### src/rtl/mtr_drv.sv
// Motor drive stage: signed L/R speed commands -> complementary dead-time-protected PWM pairs.
// Latency: pins follow cnt/duty by one clock; command -> pins 2..2049 clocks (loaded at cnt==2047).
// Backpressure: none; inputs are sampled once per 2048-clock period and ignored otherwise.
// Optional build macro MTR_DRV_SLEW_EN: limit duty change per period to SLEW_STEP.
module mtr_drv #(
  parameter logic [10:0] NONOVERLAP = 11'd32
`ifdef MTR_DRV_SLEW_EN
  , parameter logic [10:0] SLEW_STEP = 11'd64
`endif
) (
  input  logic        clk,
  input  logic        rst_n,
  input  logic [10:0] lft_spd,
  input  logic [10:0] rght_spd,
  output logic        lftPWM1,
  output logic        lftPWM2,
  output logic        rghtPWM1,
  output logic        rghtPWM2,
  output logic        period_strt
);

  // Period counter and double-buffered duty registers.
  logic [10:0] cnt_q, cnt_d;
  logic [10:0] duty_l_q, duty_l_d;
  logic [10:0] duty_r_q, duty_r_d;
  logic        load_en;

  // Target duty: offset-binary view of the signed command (MSB inverted).
  logic [10:0] tgt_l, tgt_r;

  // Registered pin drivers.
  logic lft_pwm1_q, lft_pwm1_d;
  logic lft_pwm2_q, lft_pwm2_d;
  logic rght_pwm1_q, rght_pwm1_d;
  logic rght_pwm2_q, rght_pwm2_d;
  logic prd_strt_q, prd_strt_d;

  assign tgt_l   = {~lft_spd[10], lft_spd[9:0]};
  assign tgt_r   = {~rght_spd[10], rght_spd[9:0]};
  assign load_en = (cnt_q == 11'h7FF);
  assign cnt_d   = cnt_q + 11'd1;

  // High-side is on after the dead-time window and until the duty point.
  function automatic logic hi_side(input logic [10:0] cnt, input logic [10:0] duty);
    hi_side = (cnt >= NONOVERLAP) && (cnt < duty);
  endfunction

  // Low-side is on once the dead-time after the duty point has elapsed; 12-bit
  // compare so a duty near full scale suppresses the low side instead of wrapping.
  function automatic logic lo_side(input logic [10:0] cnt, input logic [10:0] duty);
    lo_side = ({1'b0, cnt} >= ({1'b0, duty} + {1'b0, NONOVERLAP}));
  endfunction

`ifdef MTR_DRV_SLEW_EN
  // Move cur toward tgt by at most SLEW_STEP. Comparisons are done in 12 bits;
  // the selected branch guarantees the 11-bit sum/difference cannot wrap.
  function automatic logic [10:0] slew_toward(input logic [10:0] cur, input logic [10:0] tgt);
    logic [11:0] cur_w, tgt_w, stp_w;
    cur_w = {1'b0, cur};
    tgt_w = {1'b0, tgt};
    stp_w = {1'b0, SLEW_STEP};
    slew_toward = tgt;
    if (tgt_w > (cur_w + stp_w)) begin
      slew_toward = cur + SLEW_STEP;
    end else if (cur_w > (tgt_w + stp_w)) begin
      slew_toward = cur - SLEW_STEP;
    end
  endfunction
`endif

  // Duty next-state: only changes in the last cycle of a period.
  always_comb begin
    duty_l_d = duty_l_q;
    duty_r_d = duty_r_q;
    if (load_en) begin
`ifdef MTR_DRV_SLEW_EN
      duty_l_d = slew_toward(duty_l_q, tgt_l);
      duty_r_d = slew_toward(duty_r_q, tgt_r);
`else
      duty_l_d = tgt_l;
      duty_r_d = tgt_r;
`endif
    end
  end

  // Pin next-state from the shared counter and each channel's own duty.
  always_comb begin
    lft_pwm1_d  = hi_side(cnt_q, duty_l_q);
    lft_pwm2_d  = lo_side(cnt_q, duty_l_q);
    rght_pwm1_d = hi_side(cnt_q, duty_r_q);
    rght_pwm2_d = lo_side(cnt_q, duty_r_q);
    prd_strt_d  = (cnt_q == 11'd0);
  end

  // Counter and duty state; reset parks both channels at 50 % (zero speed).
  always_ff @(posedge clk or negedge rst_n) begin
    if (!rst_n) begin
      cnt_q    <= 11'd0;
      duty_l_q <= 11'h400;
      duty_r_q <= 11'h400;
    end else begin
      cnt_q    <= cnt_d;
      duty_l_q <= duty_l_d;
      duty_r_q <= duty_r_d;
    end
  end

  // Output registers; reset drops every gate drive immediately.
  always_ff @(posedge clk or negedge rst_n) begin
    if (!rst_n) begin
      lft_pwm1_q  <= 1'b0;
      lft_pwm2_q  <= 1'b0;
      rght_pwm1_q <= 1'b0;
      rght_pwm2_q <= 1'b0;
      prd_strt_q  <= 1'b0;
    end else begin
      lft_pwm1_q  <= lft_pwm1_d;
      lft_pwm2_q  <= lft_pwm2_d;
      rght_pwm1_q <= rght_pwm1_d;
      rght_pwm2_q <= rght_pwm2_d;
      prd_strt_q  <= prd_strt_d;
    end
  end

  assign lftPWM1     = lft_pwm1_q;
  assign lftPWM2     = lft_pwm2_q;
  assign rghtPWM1    = rght_pwm1_q;
  assign rghtPWM2    = rght_pwm2_q;
  assign period_strt = prd_strt_q;

endmodule

### config.mk
export PLATFORM = sky130hd
export DESIGN_NAME = mtr_drv
export DESIGN_NICKNAME = d
export VERILOG_FILES = /design/src/rtl/mtr_drv.sv
export SDC_FILE = /design/constraint.sdc
export NUM_CORES = 1
export LEC_CHECK = 0
export ABC_AREA = 1
export CORE_MARGIN = 2
export CORE_UTILIZATION = 28
export DETAILED_ROUTE_END_ITERATION = 16
export RECOVER_POWER = 50
export SYNTH_ARGS = -nofsm -noshare
export SYNTH_HDL_FRONTEND = slang
export SYNTH_SLANG_ARGS = --single-unit
### constraint.sdc
create_clock -name clk -period 3.2 [get_ports clk]
set_input_delay 0.64 -clock clk [delete_from_list [all_inputs] [get_ports clk]]
set_output_delay 0.64 -clock clk [all_outputs]
set_load 0.02 [all_outputs]
==> flow_summary_export.csv, run 1 <==
group,metric,value,unit
status,status,"complete, but fails checks",
status,violations,"capacitance limit, slew limit",
global_routing,grt_pass1_vias,2187,
yosys,syn_inst,355,
yosys,yosysWarnings,0,
flow_run,maxCapViolCount,1,
routing,drt_wl_total,5.49,mm
worst_setup_path,cp.required,3.35,ns
cells_and_area,final_cell_mix,"nand2_1, inv_1, ha_1",
min_path,holdCritPathClass,"flip-flop to flip-flop",
worst_setup_path,r2r_slack,1.02,ns
cells_and_area,drive_above_1_share,8.83,%
clocking,cts_hold_buf,0,
clocking,htree_levels,2,
floorplanning,dieWidth,104,um
worst_setup_path,reg2reg_depth,7,
sta,fin_crit_sh,68.0,%
yosys,yosysSeqAreaShare,34.3,%
clocking,insertion_delay,0.29,ns
yosys,syn-cell-area,2780,um^2
floorplanning,die_area,10700,um^2
clocking,cts.sinks,38,
cells_and_area,diodes,0,
clocking,cts-root-buf,"clkbuf_8",
global_routing,grt_first_pass_wirelength,9.64,mm
placed_design,hpwl,4.15,mm
routing,first_pass_iters,4,
sta,slew_viol_final,39,
worst_setup_path,critPathMaxFanout,44,
yosys,syn_nets,417,
routing,drt_first_iter_violations,76,
pwr,power.switching,0.190,mW
cells_and_area,synthToLayoutAreaGrowth,16.6,%
routing,antenna_left,0,
min_path,min_from,"duty_l_q[3]$_DFFE_PN0N_",
pwr,leakage,1.93,nW
pwr,total_power,0.871,mW
pwr,p_int,0.681,mW
worst_setup_path,r2r_end,"duty_l_q[7]$_DFFE_PN0N_",
sta,max_freq,0.459,GHz
cells_and_area,layout_commonest_cell,"nand2_1",
clocking,clk_pin_slew,0.08,ns
yosys,synth.largest_area_cell,"dfrtp_1",
global_routing,grt_overflow,0,
sta,fin_worst_skew,0.00558,ns
floorplanning,core-area,9730,um^2
worst_setup_path,worstPathArrival,2.32,ns
yosys,synth_area_per_cell,7.83,um^2
sta,min_period,2.18,ns
clocking,post-cts-setup-buffers,0,
cells_and_area,final_area,3240,um^2
sta,setup_tns,0,ns
yosys,synth_cell_type_count,22,
floorplanning,row_count,36,
sta,worst_pin_slew,2.12,ns
clocking,postCtsResizedCells,0,
routing,drt_drc_violations_left,0,
clocking,cts_tree,"yes",
global_routing,grtUsageTotal,10.7,%
routing,vias,2219,
placed_design,dpl_cell_area,3160,um^2
clocking,numCtsBuffers,5,
min_path,holdPathStages,2,
pwr,max-vdd-ir-drop,0.000158,V
yosys,synth_area_leaders,"dfrtp_1, ha_1, nand2_1",
cells_and_area,fin_util,33.3,%
floorplanning,io-pin-count,29,
routing,viasPerCell,4.28,
global_routing,grt_max_degree,45,
placed_design,portBuffers,28,
pwr,pwr-share-comb,5.1,%
pwr,powerDensity,269,nW/um^2
routing,wire_per_inst,10.6,um
yosys,synth-seq-cells,38,
clocking,clock_path_buffers,2,
sta,maxSlewHeadroom,-41.6,%
sta,setup_viol,0,
floorplanning,dieHeight,104,um
cells_and_area,final_nets,446,
pwr,p_clk_share,39.8,%
sta,rsz0062_at_grt,"no",
yosys,synth.top_cell.area_share,32.4,%
pwr,p_sw_share,21.8,%
worst_setup_path,regToRegStartpoint,"cnt_q[1]$_DFF_PN0_",
worst_setup_path,cp-start-kind,"flip-flop",
global_routing,antenna_found_initial,0,
placed_design,place.gp.congestion,0.718,
worst_setup_path,setup.worst_path.end_class,"flip-flop",
pwr,p_seq_share,55.1,%
worst_setup_path,critPathKind,"flip-flop to flip-flop",
floorplanning,start_util,28.6,%
min_path,hold_path_end,"duty_l_q[3]$_DFFE_PN0N_",
sta,hold_viol_final,0,
-- power groups by stage --
stage | clock network, mW | logic [mW] | registers (mW)
2_1_floorplan | 0 | 0.00723 | 0.489
3_3_place_gp | 0 | 0.0464 | 0.489
3_5_place_dp | 0 | 0.0464 | 0.489
4_1_cts | 0.362 | 0.0467 | 0.480
5_1_grt | 0.376 | 0.0505 | 0.480
6_report | 0.347 | 0.0444 | 0.480
-- cell type report --
cell class | count | area (um^2)
inverter | 75 | 282
fill | 1073 | 6480
multi-input combinational | 236 | 1480
timing repair buffer | 28 | 274
sequential | 38 | 953
clock buffer | 8 | 90.1
tap | 133 | 166
-- flip-flops by register name, summed over array words and instances (netlist names) --
signal,count
duty_l_q,11
period_strt,1
rghtPWM1,1
duty_r_q,11
lftPWM1,1
rghtPWM2,1
lftPWM2,1
cnt_q,11
-- logic make-up (layout without fill, tap and decap cells) --
| family | after synthesis | in the layout | synth area share, % |
|---|---|---|---|
| buffers and inverters | 81 | 111 | 12.3 |
| AO/OA/AOI/OAI | 39 | 39 | 10.3 |
| AND/OR/NAND/NOR | 145 | 145 | 21.6 |
| adder cells (fa/ha/maj) | 38 | 38 | 17.1 |
| flip-flops | 38 | 38 | 34.3 |
| XOR/XNOR | 14 | 14 | 4.41 |
-- worst max-delay path by stage --
stage	startpoint	end	slack (ns)	cells past startpoint
floorplan	duty_l_q[5]$_DFFE_PN0N_	lftPWM2$_DFF_PN0_	1.59	8
global placement	cnt_q[1]$_DFF_PN0_	duty_r_q[2]$_DFFE_PN0N_	1.22	7
detailed placement	cnt_q[1]$_DFF_PN0_	duty_r_q[3]$_DFFE_PN0N_	1.14	7
CTS	cnt_q[1]$_DFF_PN0_	duty_r_q[3]$_DFFE_PN0N_	1.13	7
global route	rst_n	lftPWM2$_DFF_PN0_	0.56	1
finish	cnt_q[1]$_DFF_PN0_	duty_l_q[7]$_DFFE_PN0N_	1.02	7
-- cell usage after synthesis --
cell	number
o21bai_1	3
nand2_2	2
dfrtp_1	36
dfstp_2	2
a21o_1	1
nor3_1	3
inv_1	75
nand4_1	5
ha_1	38
xnor2_1	4
o21ai_2	22
nor2_4	1
xor2_1	10
o21ai_0	3
nand3_1	18
nand2_1	79
or2_1	1
clkbuf_1	1
a21oi_1	10
nor2_1	35
nor2_2	1
buf_6	5
-- worst max-delay path, stage by stage, from the launching register on --
cell and delay, ns:
dfrtp_1 0.41, ha_1 0.23, nand2_2 0.06, nor2_1 0.27
nand2_2 0.10, or2_2 0.65, nand2_1 0.21, o21ai_2 0.07
-- metrics by stage --
| stage | hold slack (ns) | worst slack [ns] | instances |
|---|---|---|---|
| 6_report | 0.486 | 1.02 | 518 |
| 5_1_grt | 0.502 | 0.560 | 518 |
| 4_1_cts | 0.489 | 1.13 | 518 |
| 3_5_place_dp | 0.469 | 1.14 | 510 |
| 3_3_place_gp | 0.468 | 1.22 | 510 |
| 2_1_floorplan | 0.344 | 1.59 | 355 |
-- metal layers --
metal / up-vias / global-route usage [%] / share of wire, % / wire length [um]
li1: 1155 / - / - / -
met1: 1026 / 13.3 / 46 / 2530
met2: 33 / 18.7 / 49 / 2690
met3: 5 / 2.08 / 3.6 / 200
met4: 0 / 3.47 / 1.2 / 66
met5: - / 0 / 0 / 0
No activity file was read; power rests on OpenSTA's default activity.
==> run 2, diff against run 1 <==
Clock period 3.2 ns to 1.8 ns, I/O delays scaled along.
==> run 2 against run 1 <==
Sequential share of layout area is 2.0 points lower. The run now ends clean. Cell area is 7.5% higher. Non-clock buffer count increased by 17. Highest routed layer unchanged.
==> flow_summary_export.csv, run 2 (same netlist as run 1, synthesis figures left out) <==
group,metric,value,unit
sta,rsz0062_at_grt,"yes",
worst_setup_path,critPathMaxFanout,4,
clocking,cts.sinks,38,
sta,fin_crit_sh,96.9,%
worst_setup_path,cp.required,1.99,ns
worst_setup_path,setup.worst_path.end_class,"flip-flop",
sta,setup_viol,0,
global_routing,antenna_found_initial,0,
pwr,leakage,2.07,nW
placed_design,place_inst,520,
status,status,"finished, final reports clean",
routing,antenna_left,0,
worst_setup_path,worstPathArrival,1.93,ns
placed_design,portBuffers,28,
floorplanning,dieHeight,104,um
clocking,cts_tree,"yes",
flow_run,maxCapViolCount,0,
sta,slew_viol_final,0,
global_routing,grt_overflow,0,
sta,fin_worst_skew,0.00622,ns
floorplanning,dieWidth,104,um
cells_and_area,drive_above_1_share,15.7,%
pwr,max-vdd-ir-drop,0.000231,V
routing,first_pass_iters,4,
global_routing,grt_first_pass_wirelength,10.2,mm
global_routing,grt_max_degree,23,
cells_and_area,multi_input_area,1520,um^2
sta,max_freq,0.573,GHz
cells_and_area,final_nets,463,
routing,drt_first_iter_violations,69,
clocking,cts-root-buf,"clkbuf_8",
cells_and_area,top_regs,"cnt_q: 11 flops, duty_l_q: 11 flops, duty_r_q: 11 flops",
sta,hold_viol_final,0,
clocking,clock_path_buffers,2,
cells_and_area,layout_commonest_cell,"nand2_1",
cells_and_area,synthToLayoutAreaGrowth,25.4,%
min_path,holdCritPathClass,"input port to async pin",
sta,maxSlewHeadroom,29.6,%
global_routing,grtUsageTotal,11.4,%
sta,worst_pin_slew,1.06,ns
clocking,numCtsBuffers,5,
pwr,powerDensity,524,nW/um^2
global_routing,grt_pass1_vias,2284,
routing,drt_wl_total,5.59,mm
clocking,clk_pin_slew,0.08,ns
cells_and_area,ff_latch_area,955,um^2
routing,viasPerCell,4.18,
floorplanning,row_count,36,
floorplanning,io-pin-count,29,
worst_setup_path,cp-start-kind,"flip-flop",
routing,vias,2234,
pwr,total_power,1.83,mW
worst_setup_path,critPathKind,"flip-flop to flip-flop",
placed_design,place.gp.congestion,0.840,
cells_and_area,n_fill_cell,1053,
floorplanning,start_util,28.6,%
cells_and_area,diodes,0,
floorplanning,core-area,9730,um^2
cells_and_area,final_cell_mix,"nand2_1, inv_1, ha_1",
sta,min_period,1.74,ns
floorplanning,die_area,10700,um^2
placed_design,hpwl,4.34,mm
clocking,insertion_delay,0.30,ns
clocking,htree_levels,2,
routing,drt_drc_violations_left,0,
routing,wire_per_inst,10.4,um
cells_and_area,fin_cells,535,
## run 2: repair_timing
action,4_1_cts,5_1_grt
gates resized for setup,0,10
buffers inserted,0,7
endpoints found under the setup margin,0,2
hold buffers,0,0
## run 2: through the flow
step | util [%] | hold slack [ns] | setup TNS, ns | setup WS, ns | instance area (um^2)
3_5_place_dp | 33.7 | 0.356 | 0 | 0.0361 | 3280
3_3_place_gp | 33.7 | 0.348 | 0 | 0.128 | 3280
6_report | 35.9 | 0.224 | 0 | 0.0559 | 3490
2_1_floorplan | - | 0.0644 | 0 | 0.194 | 2780
4_1_cts | 35.1 | 0.0304 | 0 | 0.0152 | 3410
5_1_grt | 35.9 | 0.341 | -0.0753 | -0.0753 | 3490
## run 2: worst paths after layout
path	from	endpoint	slack [ns]	cells past startpoint
worst max-delay path	duty_r_q[6]$_DFFE_PN0N_	rghtPWM2$_DFF_PN0_	0.06	10
worst min-delay path	rst_n	duty_r_q[2]$_DFFE_PN0N_	0.22	1
worst max register to register	duty_r_q[6]$_DFFE_PN0N_	rghtPWM2$_DFF_PN0_	0.06	10
worst min register to register	duty_r_q[2]$_DFFE_PN0N_	duty_r_q[2]$_DFFE_PN0N_	0.49	2
max in group asynchronous	rst_n	cnt_q[5]$_DFF_PN0_	0.49	2
min in group clk	duty_r_q[2]$_DFFE_PN0N_	duty_r_q[2]$_DFFE_PN0N_	0.49	2
## run 2: cell type report
cell class / instances / area share (%)
repair buffers: 45 / 12.2
clock inverters: 3 / 1.97
multi-input cells: 236 / 43.7
well taps: 133 / 4.77
flip-flops and latches: 38 / 27.4
inverters: 75 / 8.07
clock buffers: 5 / 1.97
## run 2: worst max-delay path, cell delays in order (launching register included)
cell,delay [ns]
dfrtp_1,0.41
ha_2,0.22
nand3_2,0.08
xor2_1,0.18
ha_1,0.31
nand2_1,0.07
nor2_1,0.04
nor2_1,0.10
nor2_1,0.05
a21oi_1,0.12
nand2_1,0.06
## run 2: per-layer routing
metal / part of all wire, % / track usage (%) / vias to the layer above
met5: 0 / 0 / -
met2: 47 / 19.2 / 27
met4: 2.3 / 4.63 / 0
li1: - / - / 1191
met1: 48 / 14.7 / 1006
met3: 2.5 / 1.57 / 10
## run 2: report_power, final
group	total (mW)	internal, mW	switching [mW]
Combinational	0.0800	0.0455	0.0346
Sequential	0.853	0.853	0
Clock	0.894	0.556	0.338
==> run 3, diff against run 2 <==
Settings changed: DONT_BUFFER_PORTS set to 1, TNS_END_PERCENT set to 100.
Clock period 1.8 ns to 1.55 ns, I/O delays scaled along.
==> run 3 against run 2 <==
The run now ends with setup timing left. Largest cell class unchanged. Via count is 0.49% lower. Non-clock buffer count decreased by 11. Routed wire length increased by 1.3%. Worst setup slack worse by 0.15 ns. Clock skew fell by 0.00055 ns. Hold slack worse by 0.18 ns. Highest routed layer unchanged. Clock power fell by 17%. Sequential share of layout area increased by 1.1 points. Critical endpoint is now lftPWM2$_DFF_PN0_.
==> flow_summary_export.csv, run 3 (same netlist as run 1, synthesis figures left out) <==
group,metric,value,unit
worst_setup_path,crit_slowest_cell,"dfrtp_1",
sta,maxSlewHeadroom,35.9,%
clocking,cts.sinks,38,
sta,worst_pin_slew,0.961,ns
sta,rsz0062_at_grt,"yes",
cells_and_area,synthToLayoutAreaGrowth,21.0,%
cells_and_area,fin_cells,524,
sta,setup_viol,2,
sta,slew_viol_final,0,
min_path,holdCritPathClass,"input port to flip-flop",
min_path,holdPathStages,1,
worst_setup_path,crit_family,"adder cells",
cells_and_area,drive_above_1_share,23.3,%
worst_setup_path,cp-startpoint,"duty_l_q[5]$_DFFE_PN0N_",
worst_setup_path,setup.worst_path.end_class,"flip-flop",
routing,drt_first_iter_violations,76,
worst_setup_path,worstPathArrival,1.83,ns
pwr,leakage,2.01,nW
clocking,cts-root-buf,"clkbuf_8",
routing,top_layer_used,"met4",
routing,first_pass_iters,6,
routing,antenna_left,0,
global_routing,grt_overflow,0,
min_path,hold_path_end,"duty_l_q[10]$_DFFE_PN1N_",
sta,fin_worst_skew,0.00567,ns
cells_and_area,layout_commonest_cell,"nand2_1",
routing,met3WireLength,142,um
global_routing,grt_max_degree,39,
clocking,cts_tree,"yes",
cells_and_area,final_nets,452,
worst_setup_path,path_cells,"ha_4 -> nand3_2 -> xor2_1 -> ha_1 -> a21oi_1 -> nor2_1 -> o21bai_1 -> nand3_1",
routing,vias,2223,
cells_and_area,fin_util,34.6,%
clocking,insertion_delay,0.30,ns
floorplanning,die_area,10700,um^2
clocking,htree_levels,2,
cells_and_area,diodes,0,
sta,setup_slack,-0.0905,ns
worst_setup_path,cp_num_buf_inv,0,
placed_design,place_inst,509,
pwr,max-vdd-ir-drop,0.000242,V
clocking,numCtsBuffers,5,
routing,viasPerCell,4.24,
floorplanning,io-pin-count,29,
worst_setup_path,crit_path_max_incr_delay,0.43,ns
routing,wl_met1,2.71,mm
sta,setup_tns,-0.176,ns
floorplanning,dieHeight,104,um
routing,wl_met2,2.70,mm
worst_setup_path,critPathMaxFanout,3,
routing,drt_drc_violations_left,0,
floorplanning,start_util,28.6,%
pwr,powerDensity,526,nW/um^2
cells_and_area,top_regs,"cnt_q: 11 flops, duty_l_q: 11 flops, duty_r_q: 11 flops",
worst_setup_path,reg2reg_depth,8,
min_path,min_from,"lft_spd[10]",
worst_setup_path,regToRegStartpoint,"duty_l_q[5]$_DFFE_PN0N_",
clocking,clock_path_buffers,2,
placed_design,hpwl,4.40,mm
status,status,"complete, but fails checks",
sta,max_freq,0.610,GHz
clocking,clk_pin_slew,0.08,ns
routing,drt_wl_total,5.66,mm
worst_setup_path,r2r_end,"lftPWM2$_DFF_PN0_",
sta,fin_crit_sh,106,%
sta,hold_viol_final,0,
global_routing,grtUsageTotal,11.2,%
worst_setup_path,r2r_slack,-0.09,ns
placed_design,place.gp.congestion,0.784,
worst_setup_path,cp.required,1.74,ns
global_routing,antenna_found_initial,0,
routing,wire_per_inst,10.8,um
cells_and_area,final_cell_mix,"nand2_1, inv_1, dfrtp_1",
worst_setup_path,critPathKind,"flip-flop to flip-flop",
floorplanning,core-area,9730,um^2
floorplanning,dieWidth,104,um
global_routing,grt_pass1_vias,2176,
global_routing,grt_first_pass_wirelength,9.79,mm
worst_setup_path,cp-start-kind,"flip-flop",
status,violations,"setup timing",
sta,min_period,1.64,ns
placed_design,portBuffers,0,
floorplanning,row_count,36,
flow_run,maxCapViolCount,0,
-- run 3: cell count changes in the layout (fill, tap and decap cells not counted), sizes merged --
cell / before / now
bufinv: 2 / 0
clkinvlp: 0 / 1
buf: 16 / 32
clkdlybuf4s50: 27 / 0
dlygate4sd3: 0 / 1
-- run 3: layout make-up --
type | instances | area [um^2]
Sequential cell | 38 | 957
Clock inverter | 2 | 12.5
Tap cell | 133 | 166
Timing Repair Buffer | 34 | 270
Fill cell | 1049 | 6360
Inverter | 75 | 282
Multi-Input combinational cell | 236 | 1590
Clock buffer | 6 | 82.6
-- run 3: metrics by stage --
stage,area (um^2),hold WS [ns],setup slack (ns),power (mW)
final,3360,0.0423,-0.0905,1.77
after global routing,3360,0.0243,-0.277,1.86
after CTS,3270,0.0328,-0.100,1.81
after detailed placement,3100,0.0164,-0.118,1.03
after global placement,3100,0.0163,-0.0705,1.03
after floorplan,2790,0.0144,-0.0211,1.03
-- run 3: worst max-delay path by stage --
| stage | to | slack, ns | cells after the start |
|---|---|---|---|
| after floorplan | rghtPWM2$_DFF_PN0_ | -0.02 | 10 |
| after global placement | rghtPWM2$_DFF_PN0_ | -0.07 | 10 |
| after detailed placement | rghtPWM2$_DFF_PN0_ | -0.12 | 10 |
| after CTS | rghtPWM2$_DFF_PN0_ | -0.10 | 10 |
| after global routing | rghtPWM2$_DFF_PN0_ | -0.28 | 10 |
| final | lftPWM2$_DFF_PN0_ | -0.09 | 8 |
-- run 3: power breakdown --
group          total, mW  switching (mW)  leakage (nW)  internal (mW)
Clock              0.739           0.381        0.0472          0.358
Sequential         0.991               0         0.391          0.991
Combinational     0.0391          0.0322          1.57        0.00681
Total               1.77           0.413          2.01           1.36
-- run 3: what timing repair did --
action | CTS | global route
hold buffers | 2 | 0
endpoints found under the setup margin | 23 | 9
pin swaps | 1 | 10
setup buffers | 1 | 4
gates resized for setup | 9 | 18
hold endpoints to repair | 38 | 0
-- run 3: layer usage --
layer / track usage [%] / vias up
met1: 14.0 / 1011
li1: - / 1172
met5: 0 / -
met4: 2.90 / 0
met3: 2.77 / 10
met2: 19.3 / 30
-- run 3: worst reg2reg max path, stage by stage (launching register included) --
cell and delay (ns):
dfrtp_1 0.43, ha_4 0.19, nand3_2 0.07, xor2_1 0.17, ha_1 0.26, a21oi_1 0.15
nor2_1 0.05, o21bai_1 0.12, nand3_1 0.08
